`src/rtl/mode_switch_ctrl_pkg.sv`:
```
// Shared types and helpers for the run-mode controller: FSM state encoding,
// the idle mode index and the key arbitration function.
package mode_switch_pkg;

  typedef enum logic [1:0] {
    ST_RUN   = 2'd0,
    ST_DRAIN = 2'd1,
    ST_RESET = 2'd2
  } state_e;

  localparam int MODE_IDLE = 0;

  // Lowest set bit wins; returns 0 for an empty vector, so callers test for any bit set first.
  function automatic logic [3:0] lowest_set_index(input logic [15:0] vec);
    logic [3:0] idx;
    idx = '0;
    for (int i = 15; i >= 0; i--) begin
      if (vec[i]) idx = 4'(i);
    end
    return idx;
  endfunction

endpackage

```
`src/rtl/mode_switch_ctrl_if.sv`:
```
// Single SDRAM burst port between the run-mode controller (master) and the
// shared SDRAM controller (slave).
interface mode_switch_ctrl_if #(
  parameter int ADDR_W = 24,
  parameter int LEN_W  = 10,
  parameter int DATA_W = 16
);

  logic              rd_burst_req;
  logic              wr_burst_req;
  logic [LEN_W-1:0]  rd_burst_len;
  logic [LEN_W-1:0]  wr_burst_len;
  logic [ADDR_W-1:0] rd_burst_addr;
  logic [ADDR_W-1:0] wr_burst_addr;
  logic [DATA_W-1:0] wr_burst_data;
  logic              mem_busy;

  modport master (
    output rd_burst_req, wr_burst_req,
    output rd_burst_len, wr_burst_len,
    output rd_burst_addr, wr_burst_addr,
    output wr_burst_data,
    input  mem_busy
  );

  modport slave (
    input  rd_burst_req, wr_burst_req,
    input  rd_burst_len, wr_burst_len,
    input  rd_burst_addr, wr_burst_addr,
    input  wr_burst_data,
    output mem_busy
  );

endinterface

```
`src/rtl/mode_switch_ctrl_burst_port_mux.sv`:
```
// Registered N:1 burst bus mux. While force-idle is high the requests drop to 0
// and the length/address/data registers keep their last values.
module burst_port_mux #(
  parameter int N      = 4,
  parameter int ADDR_W = 24,
  parameter int LEN_W  = 10,
  parameter int DATA_W = 16,
  localparam int SEL_W = (N > 1) ? $clog2(N) : 1
) (
  input  logic                clk,
  input  logic                rst_n,
  input  logic [SEL_W-1:0]    i_sel,
  input  logic                i_force_idle,
  input  logic [N-1:0]        i_rd_req,
  input  logic [N-1:0]        i_wr_req,
  input  logic [N*LEN_W-1:0]  i_rd_len,
  input  logic [N*LEN_W-1:0]  i_wr_len,
  input  logic [N*ADDR_W-1:0] i_rd_addr,
  input  logic [N*ADDR_W-1:0] i_wr_addr,
  input  logic [N*DATA_W-1:0] i_wr_data,
  output logic                o_rd_req,
  output logic                o_wr_req,
  output logic [LEN_W-1:0]    o_rd_len,
  output logic [LEN_W-1:0]    o_wr_len,
  output logic [ADDR_W-1:0]   o_rd_addr,
  output logic [ADDR_W-1:0]   o_wr_addr,
  output logic [DATA_W-1:0]   o_wr_data
);

  logic [LEN_W-1:0]  w_rd_len  [N];
  logic [LEN_W-1:0]  w_wr_len  [N];
  logic [ADDR_W-1:0] w_rd_addr [N];
  logic [ADDR_W-1:0] w_wr_addr [N];
  logic [DATA_W-1:0] w_wr_data [N];

  for (genvar gi = 0; gi < N; gi++) begin : g_unpack
    assign w_rd_len[gi]  = i_rd_len[gi*LEN_W +: LEN_W];
    assign w_wr_len[gi]  = i_wr_len[gi*LEN_W +: LEN_W];
    assign w_rd_addr[gi] = i_rd_addr[gi*ADDR_W +: ADDR_W];
    assign w_wr_addr[gi] = i_wr_addr[gi*ADDR_W +: ADDR_W];
    assign w_wr_data[gi] = i_wr_data[gi*DATA_W +: DATA_W];
  end

  logic              r_rd_req;
  logic              r_wr_req;
  logic [LEN_W-1:0]  r_rd_len;
  logic [LEN_W-1:0]  r_wr_len;
  logic [ADDR_W-1:0] r_rd_addr;
  logic [ADDR_W-1:0] r_wr_addr;
  logic [DATA_W-1:0] r_wr_data;

  always_ff @(posedge clk or negedge rst_n) begin
    if (!rst_n) begin
      r_rd_req  <= 1'b0;
      r_wr_req  <= 1'b0;
      r_rd_len  <= '0;
      r_wr_len  <= '0;
      r_rd_addr <= '0;
      r_wr_addr <= '0;
      r_wr_data <= '0;
    end else if (i_force_idle) begin
      r_rd_req <= 1'b0;
      r_wr_req <= 1'b0;
    end else begin
      r_rd_req  <= i_rd_req[i_sel];
      r_wr_req  <= i_wr_req[i_sel];
      r_rd_len  <= w_rd_len[i_sel];
      r_wr_len  <= w_wr_len[i_sel];
      r_rd_addr <= w_rd_addr[i_sel];
      r_wr_addr <= w_wr_addr[i_sel];
      r_wr_data <= w_wr_data[i_sel];
    end
  end

  assign o_rd_req  = r_rd_req;
  assign o_wr_req  = r_wr_req;
  assign o_rd_len  = r_rd_len;
  assign o_wr_len  = r_wr_len;
  assign o_rd_addr = r_rd_addr;
  assign o_wr_addr = r_wr_addr;
  assign o_wr_data = r_wr_data;

endmodule

```
`src/rtl/mode_switch_ctrl.sv`:
```
// Run-mode controller: key arbitration, drain/reset sequencing, per-mode enables
// and SDRAM port ownership. Define MODE_SWITCH_TIMEOUT_EN for the drain watchdog.
module mode_switch_ctrl
  import mode_switch_pkg::*;
#(
  parameter int NUM_MODES     = 4,
  parameter int ADDR_W        = 24,
  parameter int LEN_W         = 10,
  parameter int DATA_W        = 16,
  parameter int RST_STRETCH   = 16,
  parameter int DRAIN_TIMEOUT = 1024,
  localparam int MODE_W       = (NUM_MODES > 1) ? $clog2(NUM_MODES) : 1
) (
  input  logic                        clk,
  input  logic                        rst_n,
  input  logic [NUM_MODES-1:0]        i_key_press,
  input  logic [NUM_MODES-1:0]        i_cli_rd_req,
  input  logic [NUM_MODES-1:0]        i_cli_wr_req,
  input  logic [NUM_MODES*LEN_W-1:0]  i_cli_rd_len,
  input  logic [NUM_MODES*LEN_W-1:0]  i_cli_wr_len,
  input  logic [NUM_MODES*ADDR_W-1:0] i_cli_rd_addr,
  input  logic [NUM_MODES*ADDR_W-1:0] i_cli_wr_addr,
  input  logic [NUM_MODES*DATA_W-1:0] i_cli_wr_data,
  mode_switch_ctrl_if.master          mem_if,
  output logic [MODE_W-1:0]           o_cur_mode,
  output logic [NUM_MODES-1:0]        o_mode_rst_n,
  output logic                        o_shared_rst_n,
  output logic                        o_switching,
  output logic                        o_mode_change,
  output logic                        o_timeout_err
);

  localparam int STRETCH_W = $clog2(RST_STRETCH);

  if (NUM_MODES < 2 || NUM_MODES > 16 || RST_STRETCH < 2 || DRAIN_TIMEOUT < 2) begin : g_param_check
    $error("mode_switch_ctrl: parameter out of range");
  end

  state_e                r_state;
  state_e                w_state_next;
  logic [MODE_W-1:0]     r_cur_mode;
  logic [MODE_W-1:0]     w_cur_mode_next;
  logic [MODE_W-1:0]     r_target;
  logic [MODE_W-1:0]     w_target_next;
  logic [STRETCH_W-1:0]  r_stretch_cnt;
  logic [STRETCH_W-1:0]  w_stretch_next;
  logic                  r_mode_change;
  logic                  w_mode_change_next;
  logic                  w_key_hit;
  logic [MODE_W-1:0]     w_key_idx;
  logic                  w_mux_idle;

`ifdef MODE_SWITCH_TIMEOUT_EN
  localparam int DRAIN_W = $clog2(DRAIN_TIMEOUT);
  logic [DRAIN_W-1:0]    r_drain_cnt;
  logic [DRAIN_W-1:0]    w_drain_next;
  logic                  r_timeout_err;
  logic                  w_timeout_next;
`endif

  assign w_key_hit = |i_key_press;
  assign w_key_idx = MODE_W'(lowest_set_index(16'(i_key_press)));

  always_comb begin
    w_state_next       = r_state;
    w_cur_mode_next    = r_cur_mode;
    w_target_next      = r_target;
    w_stretch_next     = r_stretch_cnt;
    w_mode_change_next = 1'b0;
`ifdef MODE_SWITCH_TIMEOUT_EN
    w_drain_next       = r_drain_cnt;
    w_timeout_next     = 1'b0;
`endif
    case (r_state)
      ST_RUN: begin
        if (w_key_hit && (w_key_idx != r_cur_mode)) begin
          w_target_next = w_key_idx;
          w_state_next  = ST_DRAIN;
`ifdef MODE_SWITCH_TIMEOUT_EN
          w_drain_next  = '0;
`endif
        end
      end
      ST_DRAIN: begin
        if (w_key_hit) w_target_next = w_key_idx;
        if (!mem_if.mem_busy) begin
          w_state_next = ST_RESET;
        end
`ifdef MODE_SWITCH_TIMEOUT_EN
        else if (r_drain_cnt == DRAIN_W'(DRAIN_TIMEOUT - 1)) begin
          w_state_next   = ST_RESET;
          w_timeout_next = 1'b1;
        end else begin
          w_drain_next = r_drain_cnt + 1'b1;
        end
`endif
      end
      ST_RESET: begin
        // Late keys only retarget; the stretch keeps counting from where it was.
        if (w_key_hit) w_target_next = w_key_idx;
        if (r_stretch_cnt == STRETCH_W'(RST_STRETCH - 1)) begin
          w_state_next       = ST_RUN;
          w_stretch_next     = '0;
          w_cur_mode_next    = w_target_next;
          w_mode_change_next = 1'b1;
        end else begin
          w_stretch_next = r_stretch_cnt + 1'b1;
        end
      end
      default: begin
        w_state_next   = ST_RESET;
        w_stretch_next = '0;
      end
    endcase
  end

  always_ff @(posedge clk or negedge rst_n) begin
    if (!rst_n) begin
      r_state       <= ST_RESET;
      r_cur_mode    <= MODE_W'(MODE_IDLE);
      r_target      <= MODE_W'(MODE_IDLE);
      r_stretch_cnt <= '0;
      r_mode_change <= 1'b0;
    end else begin
      r_state       <= w_state_next;
      r_cur_mode    <= w_cur_mode_next;
      r_target      <= w_target_next;
      r_stretch_cnt <= w_stretch_next;
      r_mode_change <= w_mode_change_next;
    end
  end

`ifdef MODE_SWITCH_TIMEOUT_EN
  always_ff @(posedge clk or negedge rst_n) begin
    if (!rst_n) begin
      r_drain_cnt   <= '0;
      r_timeout_err <= 1'b0;
    end else begin
      r_drain_cnt   <= w_drain_next;
      r_timeout_err <= w_timeout_next;
    end
  end
  assign o_timeout_err = r_timeout_err;
`else
  assign o_timeout_err = 1'b0;
`endif

  // Idle mode has no client, so its enable bit is never raised.
  for (genvar gi = 0; gi < NUM_MODES; gi++) begin : g_mode_rst
    if (gi == MODE_IDLE) begin : g_idle
      assign o_mode_rst_n[gi] = 1'b0;
    end else begin : g_client
      assign o_mode_rst_n[gi] = (r_state == ST_RUN) && (r_cur_mode == MODE_W'(gi));
    end
  end

  assign o_cur_mode     = r_cur_mode;
  assign o_shared_rst_n = (r_state != ST_RESET);
  assign o_switching    = (r_state != ST_RUN);
  assign o_mode_change  = r_mode_change;

  // Steer the mux from next-state values so requests drop on the very edge that
  // leaves RUN, and the new owner appears on the edge that enters RUN.
  assign w_mux_idle = (w_state_next != ST_RUN) || (w_cur_mode_next == MODE_W'(MODE_IDLE));

  burst_port_mux #(
    .N      (NUM_MODES),
    .ADDR_W (ADDR_W),
    .LEN_W  (LEN_W),
    .DATA_W (DATA_W)
  ) u_burst_port_mux (
    .clk          (clk),
    .rst_n        (rst_n),
    .i_sel        (w_cur_mode_next),
    .i_force_idle (w_mux_idle),
    .i_rd_req     (i_cli_rd_req),
    .i_wr_req     (i_cli_wr_req),
    .i_rd_len     (i_cli_rd_len),
    .i_wr_len     (i_cli_wr_len),
    .i_rd_addr    (i_cli_rd_addr),
    .i_wr_addr    (i_cli_wr_addr),
    .i_wr_data    (i_cli_wr_data),
    .o_rd_req     (mem_if.rd_burst_req),
    .o_wr_req     (mem_if.wr_burst_req),
    .o_rd_len     (mem_if.rd_burst_len),
    .o_wr_len     (mem_if.wr_burst_len),
    .o_rd_addr    (mem_if.rd_burst_addr),
    .o_wr_addr    (mem_if.wr_burst_addr),
    .o_wr_data    (mem_if.wr_burst_data)
  );

endmodule

```
`src/flat_wrapper.sv`:
```
// flat-port wrapper written by rule: the top's interface ports become plain ports
module mode_switch_ctrl_flat import mode_switch_pkg::*;
#(
  parameter int NUM_MODES     = 4,
  parameter int ADDR_W        = 24,
  parameter int LEN_W         = 10,
  parameter int DATA_W        = 16,
  parameter int RST_STRETCH   = 16,
  parameter int DRAIN_TIMEOUT = 1024,
  localparam int MODE_W       = (NUM_MODES > 1) ? $clog2(NUM_MODES) : 1
)
  (clk, rst_n, i_key_press, i_cli_rd_req, i_cli_wr_req, i_cli_rd_len, i_cli_wr_len, i_cli_rd_addr, i_cli_wr_addr, i_cli_wr_data, o_cur_mode, o_mode_rst_n, o_shared_rst_n, o_switching, o_mode_change, o_timeout_err, mem_if_rd_burst_req, mem_if_wr_burst_req, mem_if_rd_burst_len, mem_if_wr_burst_len, mem_if_rd_burst_addr, mem_if_wr_burst_addr, mem_if_wr_burst_data, mem_if_mem_busy);
  mode_switch_ctrl_if #(.ADDR_W(ADDR_W), .LEN_W(LEN_W), .DATA_W(DATA_W)) mem_if_i ();
  input  logic clk;
  input  logic rst_n;
  input  logic [NUM_MODES-1:0] i_key_press;
  input  logic [NUM_MODES-1:0] i_cli_rd_req;
  input  logic [NUM_MODES-1:0] i_cli_wr_req;
  input  logic [NUM_MODES*LEN_W-1:0] i_cli_rd_len;
  input  logic [NUM_MODES*LEN_W-1:0] i_cli_wr_len;
  input  logic [NUM_MODES*ADDR_W-1:0] i_cli_rd_addr;
  input  logic [NUM_MODES*ADDR_W-1:0] i_cli_wr_addr;
  input  logic [NUM_MODES*DATA_W-1:0] i_cli_wr_data;
  output logic [MODE_W-1:0] o_cur_mode;
  output logic [NUM_MODES-1:0] o_mode_rst_n;
  output logic o_shared_rst_n;
  output logic o_switching;
  output logic o_mode_change;
  output logic o_timeout_err;
  output wire logic [$bits(mem_if_i.rd_burst_req)-1:0] mem_if_rd_burst_req;
  output wire logic [$bits(mem_if_i.wr_burst_req)-1:0] mem_if_wr_burst_req;
  output wire logic [$bits(mem_if_i.rd_burst_len)-1:0] mem_if_rd_burst_len;
  output wire logic [$bits(mem_if_i.wr_burst_len)-1:0] mem_if_wr_burst_len;
  output wire logic [$bits(mem_if_i.rd_burst_addr)-1:0] mem_if_rd_burst_addr;
  output wire logic [$bits(mem_if_i.wr_burst_addr)-1:0] mem_if_wr_burst_addr;
  output wire logic [$bits(mem_if_i.wr_burst_data)-1:0] mem_if_wr_burst_data;
  input wire logic [$bits(mem_if_i.mem_busy)-1:0] mem_if_mem_busy;
  assign mem_if_rd_burst_req = mem_if_i.rd_burst_req;
  assign mem_if_wr_burst_req = mem_if_i.wr_burst_req;
  assign mem_if_rd_burst_len = mem_if_i.rd_burst_len;
  assign mem_if_wr_burst_len = mem_if_i.wr_burst_len;
  assign mem_if_rd_burst_addr = mem_if_i.rd_burst_addr;
  assign mem_if_wr_burst_addr = mem_if_i.wr_burst_addr;
  assign mem_if_wr_burst_data = mem_if_i.wr_burst_data;
  assign mem_if_i.mem_busy = mem_if_mem_busy;
  mode_switch_ctrl #(.NUM_MODES(NUM_MODES), .ADDR_W(ADDR_W), .LEN_W(LEN_W), .DATA_W(DATA_W), .RST_STRETCH(RST_STRETCH), .DRAIN_TIMEOUT(DRAIN_TIMEOUT)) u_core (.clk(clk), .rst_n(rst_n), .i_key_press(i_key_press), .i_cli_rd_req(i_cli_rd_req), .i_cli_wr_req(i_cli_wr_req), .i_cli_rd_len(i_cli_rd_len), .i_cli_wr_len(i_cli_wr_len), .i_cli_rd_addr(i_cli_rd_addr), .i_cli_wr_addr(i_cli_wr_addr), .i_cli_wr_data(i_cli_wr_data), .mem_if(mem_if_i), .o_cur_mode(o_cur_mode), .o_mode_rst_n(o_mode_rst_n), .o_shared_rst_n(o_shared_rst_n), .o_switching(o_switching), .o_mode_change(o_mode_change), .o_timeout_err(o_timeout_err));
endmodule
```
`config.mk`:
```
export PLATFORM = sky130hd
export DESIGN_NAME = mode_switch_ctrl_flat
export DESIGN_NICKNAME = d
export VERILOG_FILES = /design/src/rtl/mode_switch_ctrl_pkg.sv /design/src/rtl/mode_switch_ctrl_if.sv /design/src/rtl/mode_switch_ctrl_burst_port_mux.sv /design/src/rtl/mode_switch_ctrl.sv /design/src/flat_wrapper.sv
export SDC_FILE = /design/constraint.sdc
export NUM_CORES = 1
export LEC_CHECK = 0
export ABC_AREA = 1
export ABC_CLOCK_PERIOD_IN_PS = 1940
export BUFFER_PORTS_ARGS = -buffer_cell sky130_fd_sc_hd__buf_2
export CORE_AREA = 2 2 174 176
export CTS_CLUSTER_SIZE = 12
export DETAILED_ROUTE_END_ITERATION = 8
export DIE_AREA = 0 0 176 178
export HOLD_SLACK_MARGIN = 0.03
export MAX_ROUTING_LAYER = met4
export SLEW_MARGIN = 20
export SYNTH_ARGS = -nofsm -noshare
export SYNTH_HDL_FRONTEND = slang
export SYNTH_SLANG_ARGS = --single-unit
```
`constraint.sdc`:
```
create_clock -name clk -period 1.94 [get_ports clk]
set_clock_uncertainty 0.1 [all_clocks]
set_input_delay 0.388 -clock clk [delete_from_list [all_inputs] [get_ports clk]]
set_output_delay 0.388 -clock clk [all_outputs]
set_load 0.005 [all_outputs]
```
==> reports/results.md <==
| Step | Metric | This run |
|:---|:---|:---|
| timing | Setup TNS Final | -17.18 ns |
| detailed routing | Antenna Nets Post-Route | 0 |
| grt | Vias in the first global route | 9744 |
| grt | Overall track demand over capacity in global routing | 20.5% |
| yosys | Synthesized-area fraction occupied by ao, oa, aoi and oai cells | 1.53% |
| yosys | Top_reg_cell synth | sky130_fd_sc_hd__dfrtp_1 |
| grt | First-pass GRT wire length | 49500 microns |
| timing | RSZ-0062 raised after global routing | true |
| layout | Total Nets Final | 2119 |
| setup path | Category of the critical setup timing path | flip-flop to flip-flop |
| floorplan | Height of the die | 178 microns |
| floorplan | IO Pins | 447 |
| timing | Final setup margin | -0.226 ns |
| yosys | Register bit total from synthesis | 97 |
| outcome | Violations in the final reports | setup timing |
| clock tree | CTS clock-pin slew for the worst setup and hold paths | 0.07 ns |
| pwr | Clock group share of total power | 27.1% |
| yosys | Post-synth top area cell | sky130_fd_sc_hd__dfrtp_1 |
| yosys | Share of cell area taken by muxes after synthesis | 0.123% |
| timing | Worst slew margin relative to its limit | 59.7% |
| timing | Final hold violation count | 0 |
| outcome | Outcome | complete, but fails checks |
| clock tree | TritonCTS clock tree | done |
| timing | Final worst path period share | 112% |
| pwr | Switching portion of total power | 36.4% |
| setup path | Worst-path fanout max | 8 |
| clock tree | Number of clock sinks | 97 |
| hold path | Worst min path class | input port to flip-flop |
| grt | Maximum number of pins on one net before global-route repair | 98 |
| setup path | Worst endpoint data arrival time | 2.36 ns |
| detailed routing | Total number of vias | 10200 |
| grt | Antenna violations before repair | 8 |
| run | MaxCap Viol Count | 0 |
| pwr | Worst supply voltage drop on vdd | 0.000517 V |
| yosys | Leading cell type by number of instances after synthesis | sky130_fd_sc_hd__nand2_1 |
| pwr | Fraction of power consumed by sequential logic | 33.6% |
| yosys | Dominant cells by area after synthesis | sky130_fd_sc_hd__dfrtp_1, sky130_fd_sc_hd__nand2_1, sky130_fd_sc_hd__nand3_1 |
| setup path | Startpoint type of the worst setup path | flip-flop |
| yosys | Synth async-reset ratio | 100% |
| yosys | Synthesized-area fraction occupied by adder cells | 0.767% |
| timing | Maximum achievable frequency | 462 MHz |
| detailed routing | Avg Vias per Cell | 4.69 |
| placement | Setup slack after placement | -0.235 ns |
| yosys | Synth top area share | 29.4% |
| clock tree | Inserted Clock Buffers | 9 |
| clock tree | Clk buf depth | 2 |
| placement | Sum of net half-perimeters after detailed placement | 23900 microns |
| setup path | Buf+Inv Stages, Crit Path | 6 |
| layout | Fraction of layout instances using a drive strength above 1 | 36.2% |
| detailed routing | Routed WL | 34400 microns |
| yosys | Commonest cells in the netlist | sky130_fd_sc_hd__nand2_1, sky130_fd_sc_hd__nand3_1, sky130_fd_sc_hd__inv_1, sky130_fd_sc_hd__nand3b_1, sky130_fd_sc_hd__dfrtp_1 |
| timing | Crit path time final | 2.17 ns |
| setup path | Most prevalent standard cell on the critical path | sky130_fd_sc_hd__nand2_2 |
| placement | Cell count after placement | 2115 |
| detailed routing | Routed length per placed instance | 15.9 microns |
| yosys | YS warnings | 0 |
| setup path | Maximum single-stage delay on the critical path | 0.57 ns |
| timing | Number of pins exceeding their max-slew limit in the final report | 0 |
| yosys | Main combinational cell family by area after synthesis | simple AND/OR/NAND/NOR gates |
| placement | Number of input and output port buffers inserted | 444 |
| yosys | Per-instance average area after synthesis | 6.23 sq um |
| layout | Multi-input combinational cell area | 0.00495 sq mm |
| pwr | Part of the total power dissipated in combinational logic | 39.3% |
| yosys | Gate count of the mapped netlist | 1310 |
| floorplan | Die outline width | 176 microns |
| setup path | Endpoint class of the critical path | flip-flop |
| pwr | Switching power | 2.32 mW |
| detailed routing | Number of DRC violations after detailed routing | 0 |
| clock tree | Level count of the clock H-tree | 3 |
| yosys | Share of the yosys chip area belonging to registers | 29.8% |
| yosys | Post-Synth XOR/XNOR Area | 0.107% |
| setup path | Cell chain of the critical path | buf_6, inv_6, ha_4, buf_6, nand2_2, inv_2, nand2_2, nand2_2, nor2_4, buf_12, clkbuf_16, nand3_1, nand2_1 |
| setup path | Crit-path slowest cell | sky130_fd_sc_hd__dfstp_2 |
| layout | Core occupancy in the finished layout | 42.8% |
| floorplan | Die ar. | 0.0313 sq mm |
| floorplan | Initial standard-cell utilization of the core | 27.8% |
| layout | Synthesis-to-layout area growth | 54.2% |
| yosys | Library cells used by synthesis | 29 |
| pwr | Leakage power figure | 7.55 nW |
| pwr | PD cells | 507 mW/mm^2 |
| placement | Final estimated routing congestion in global placement | 0.866 |
| floorplan | Placeable Area | 0.0294 sq mm |
| layout | Fillers | 3124 |
| layout | Sequential cell area | 0.00243 sq mm |
| setup path | Required @ worst endpoint | 2.13 ns |
| pwr | Cell Int Power | 4.05 mW |
| yosys | Post-synth EDFFs | 0 |
| yosys | Synthesized cell area | 0.00816 sq mm |
| detailed routing | Violation count after the first detailed-route iteration | 465 |
| detailed routing | Detailed-router iteration count before antenna repair | 5 |
| floorplan | Std cell rows | 63 |
| grt | Overflow left after global routing | 0 |
| timing | Setup violation total in the final timing report | 91 |
| setup path | Family with the most delay on the worst path | buffers and inverters |
| timing | Worst-margin pin slew | 0.605 ns |
| clock tree | Buffer type at the clock tree root | sky130_fd_sc_hd__clkbuf_16 |
| clock tree | Skew-Pair Late Insertion Delay | 0.36 ns |
| yosys | Share of synthesized cell area in and, or, nand and nor gates | 53.0% |
| layout | Final cell count without fillers | 2165 |
## worst register-to-register path, cell delays in order, from the launching register on
cell and delay [ns]:
sky130_fd_sc_hd__dfstp_2 0.57, sky130_fd_sc_hd__buf_6 0.13, sky130_fd_sc_hd__inv_6 0.04, sky130_fd_sc_hd__ha_4 0.16, sky130_fd_sc_hd__buf_6 0.12, sky130_fd_sc_hd__nand2_2 0.05
sky130_fd_sc_hd__inv_2 0.03, sky130_fd_sc_hd__nand2_2 0.05, sky130_fd_sc_hd__nand2_2 0.08, sky130_fd_sc_hd__nor2_4 0.26, sky130_fd_sc_hd__buf_12 0.20, sky130_fd_sc_hd__clkbuf_16 0.18
sky130_fd_sc_hd__nand3_1 0.07, sky130_fd_sc_hd__nand2_1 0.07
## kinds of logic (layout without fill, tap and decap cells)
group                      after synthesis  count (layout)
and+or+nand+nor                        890             890
buffers and inverters                  294             750
DFF                                     97              97
AOI/OAI and AO/OA                       21              21
adders and majority gates                5               5
other                                    1              10
xor gates and xnor gates                 1               1
muxes                                    1               1
## area by class of cell
class	count	area share, %
multi-input cells	920	39.3
repair buffers	543	29.4
flip-flops and latches	97	19.3
inverters	192	5.86
well taps	390	3.88
clock buffers	9	1.79
clock inverters	6	0.338
diodes	8	0.159
## per-layer routing
| layer | routed length, microns | up-vias | GRT usage, % |
|---|---|---|---|
| met4 | 1000 | 0 | 7.61 |
| li1 | - | 5046 | - |
| met3 | 2400 | 55 | 3.45 |
| met1 | 14100 | 4662 | 23.7 |
| met2 | 17000 | 401 | 36.0 |
| met5 | 0 | - | - |
## stage by stage
step           instance area [sq um]  power (mW)  hold slack, ns
2_1_floorplan                   8270        3.08        -0.00759
3_3_place_gp                   11400        4.05           0.350
3_5_place_dp                   11400        4.07           0.353
4_1_cts                        11900        6.03           0.298
5_1_grt                        12600        6.75           0.337
6_report                       12600        6.38           0.312
## state kept, by name (all words and copies together), names as in the netlist
name / flops
u_core.u_burst_port_mux.o_wr_addr: 24
u_core.u_burst_port_mux.o_rd_len: 10
u_core.u_burst_port_mux.o_wr_req: 1
u_core.u_burst_port_mux.o_rd_req: 1
u_core.u_burst_port_mux.o_rd_addr: 24
u_core.o_cur_mode: 2
u_core.r_target: 2
u_core.o_mode_change: 1
u_core.r_state: 2
u_core.u_burst_port_mux.o_wr_len: 10
u_core.r_stretch_cnt: 4
u_core.u_burst_port_mux.o_wr_data: 16
## path summary, 6_finish.rpt
check | depth (start not counted) | to | slack [ns] | from
min in group asynchronous | 3 | u_core.u_burst_port_mux.o_rd_addr[19] | 0.48 | rst_n
worst min register to register | 2 | u_core.u_burst_port_mux.o_rd_addr[8] | 0.37 | u_core.u_burst_port_mux.o_rd_addr[8]
worst max-delay path | 13 | u_core.u_burst_port_mux.o_wr_addr[23] | -0.23 | u_core.r_state[1]
worst max register to register | 13 | u_core.u_burst_port_mux.o_wr_addr[23] | -0.23 | u_core.r_state[1]
worst min-delay path | 5 | u_core.u_burst_port_mux.o_rd_req | 0.31 | i_cli_rd_req[1]
max in group asynchronous | 3 | u_core.u_burst_port_mux.o_wr_data[7] | 0.76 | rst_n
## power groups by stage
stage | combinational (mW) | clock (mW) | sequential [mW]
floorplan | 0.914 | 0 | 2.17
global route | 2.73 | 1.87 | 2.15
detailed placement | 1.90 | 0 | 2.16
CTS | 2.09 | 1.81 | 2.13
finish | 2.51 | 1.73 | 2.14
global placement | 1.89 | 0 | 2.16
## cell usage in the layout (no fill, tap or decap), drive strengths merged, types with 2 or more instances in the layout
master    instances
nand3b          168
o211ai            2
buf             532
ha                5
clkbuf           19
dfrtp            96
o21ai             9
diode             8
clkinv            3
nand3           260
clkinvlp          2
nand2           447
inv             193
nor2             11
conb              2
a21oi             7
nor3              3
## timing repair
item	4_1_cts	5_1_grt
setup endpoints to repair	91	91
endpoints found under the hold margin	50	0
gates cloned	3	14
hold buffers	1	0
pin swaps	5	63
resized for setup	35	80
buffers inserted	7	2
Power figures use the tool's default switching activity.
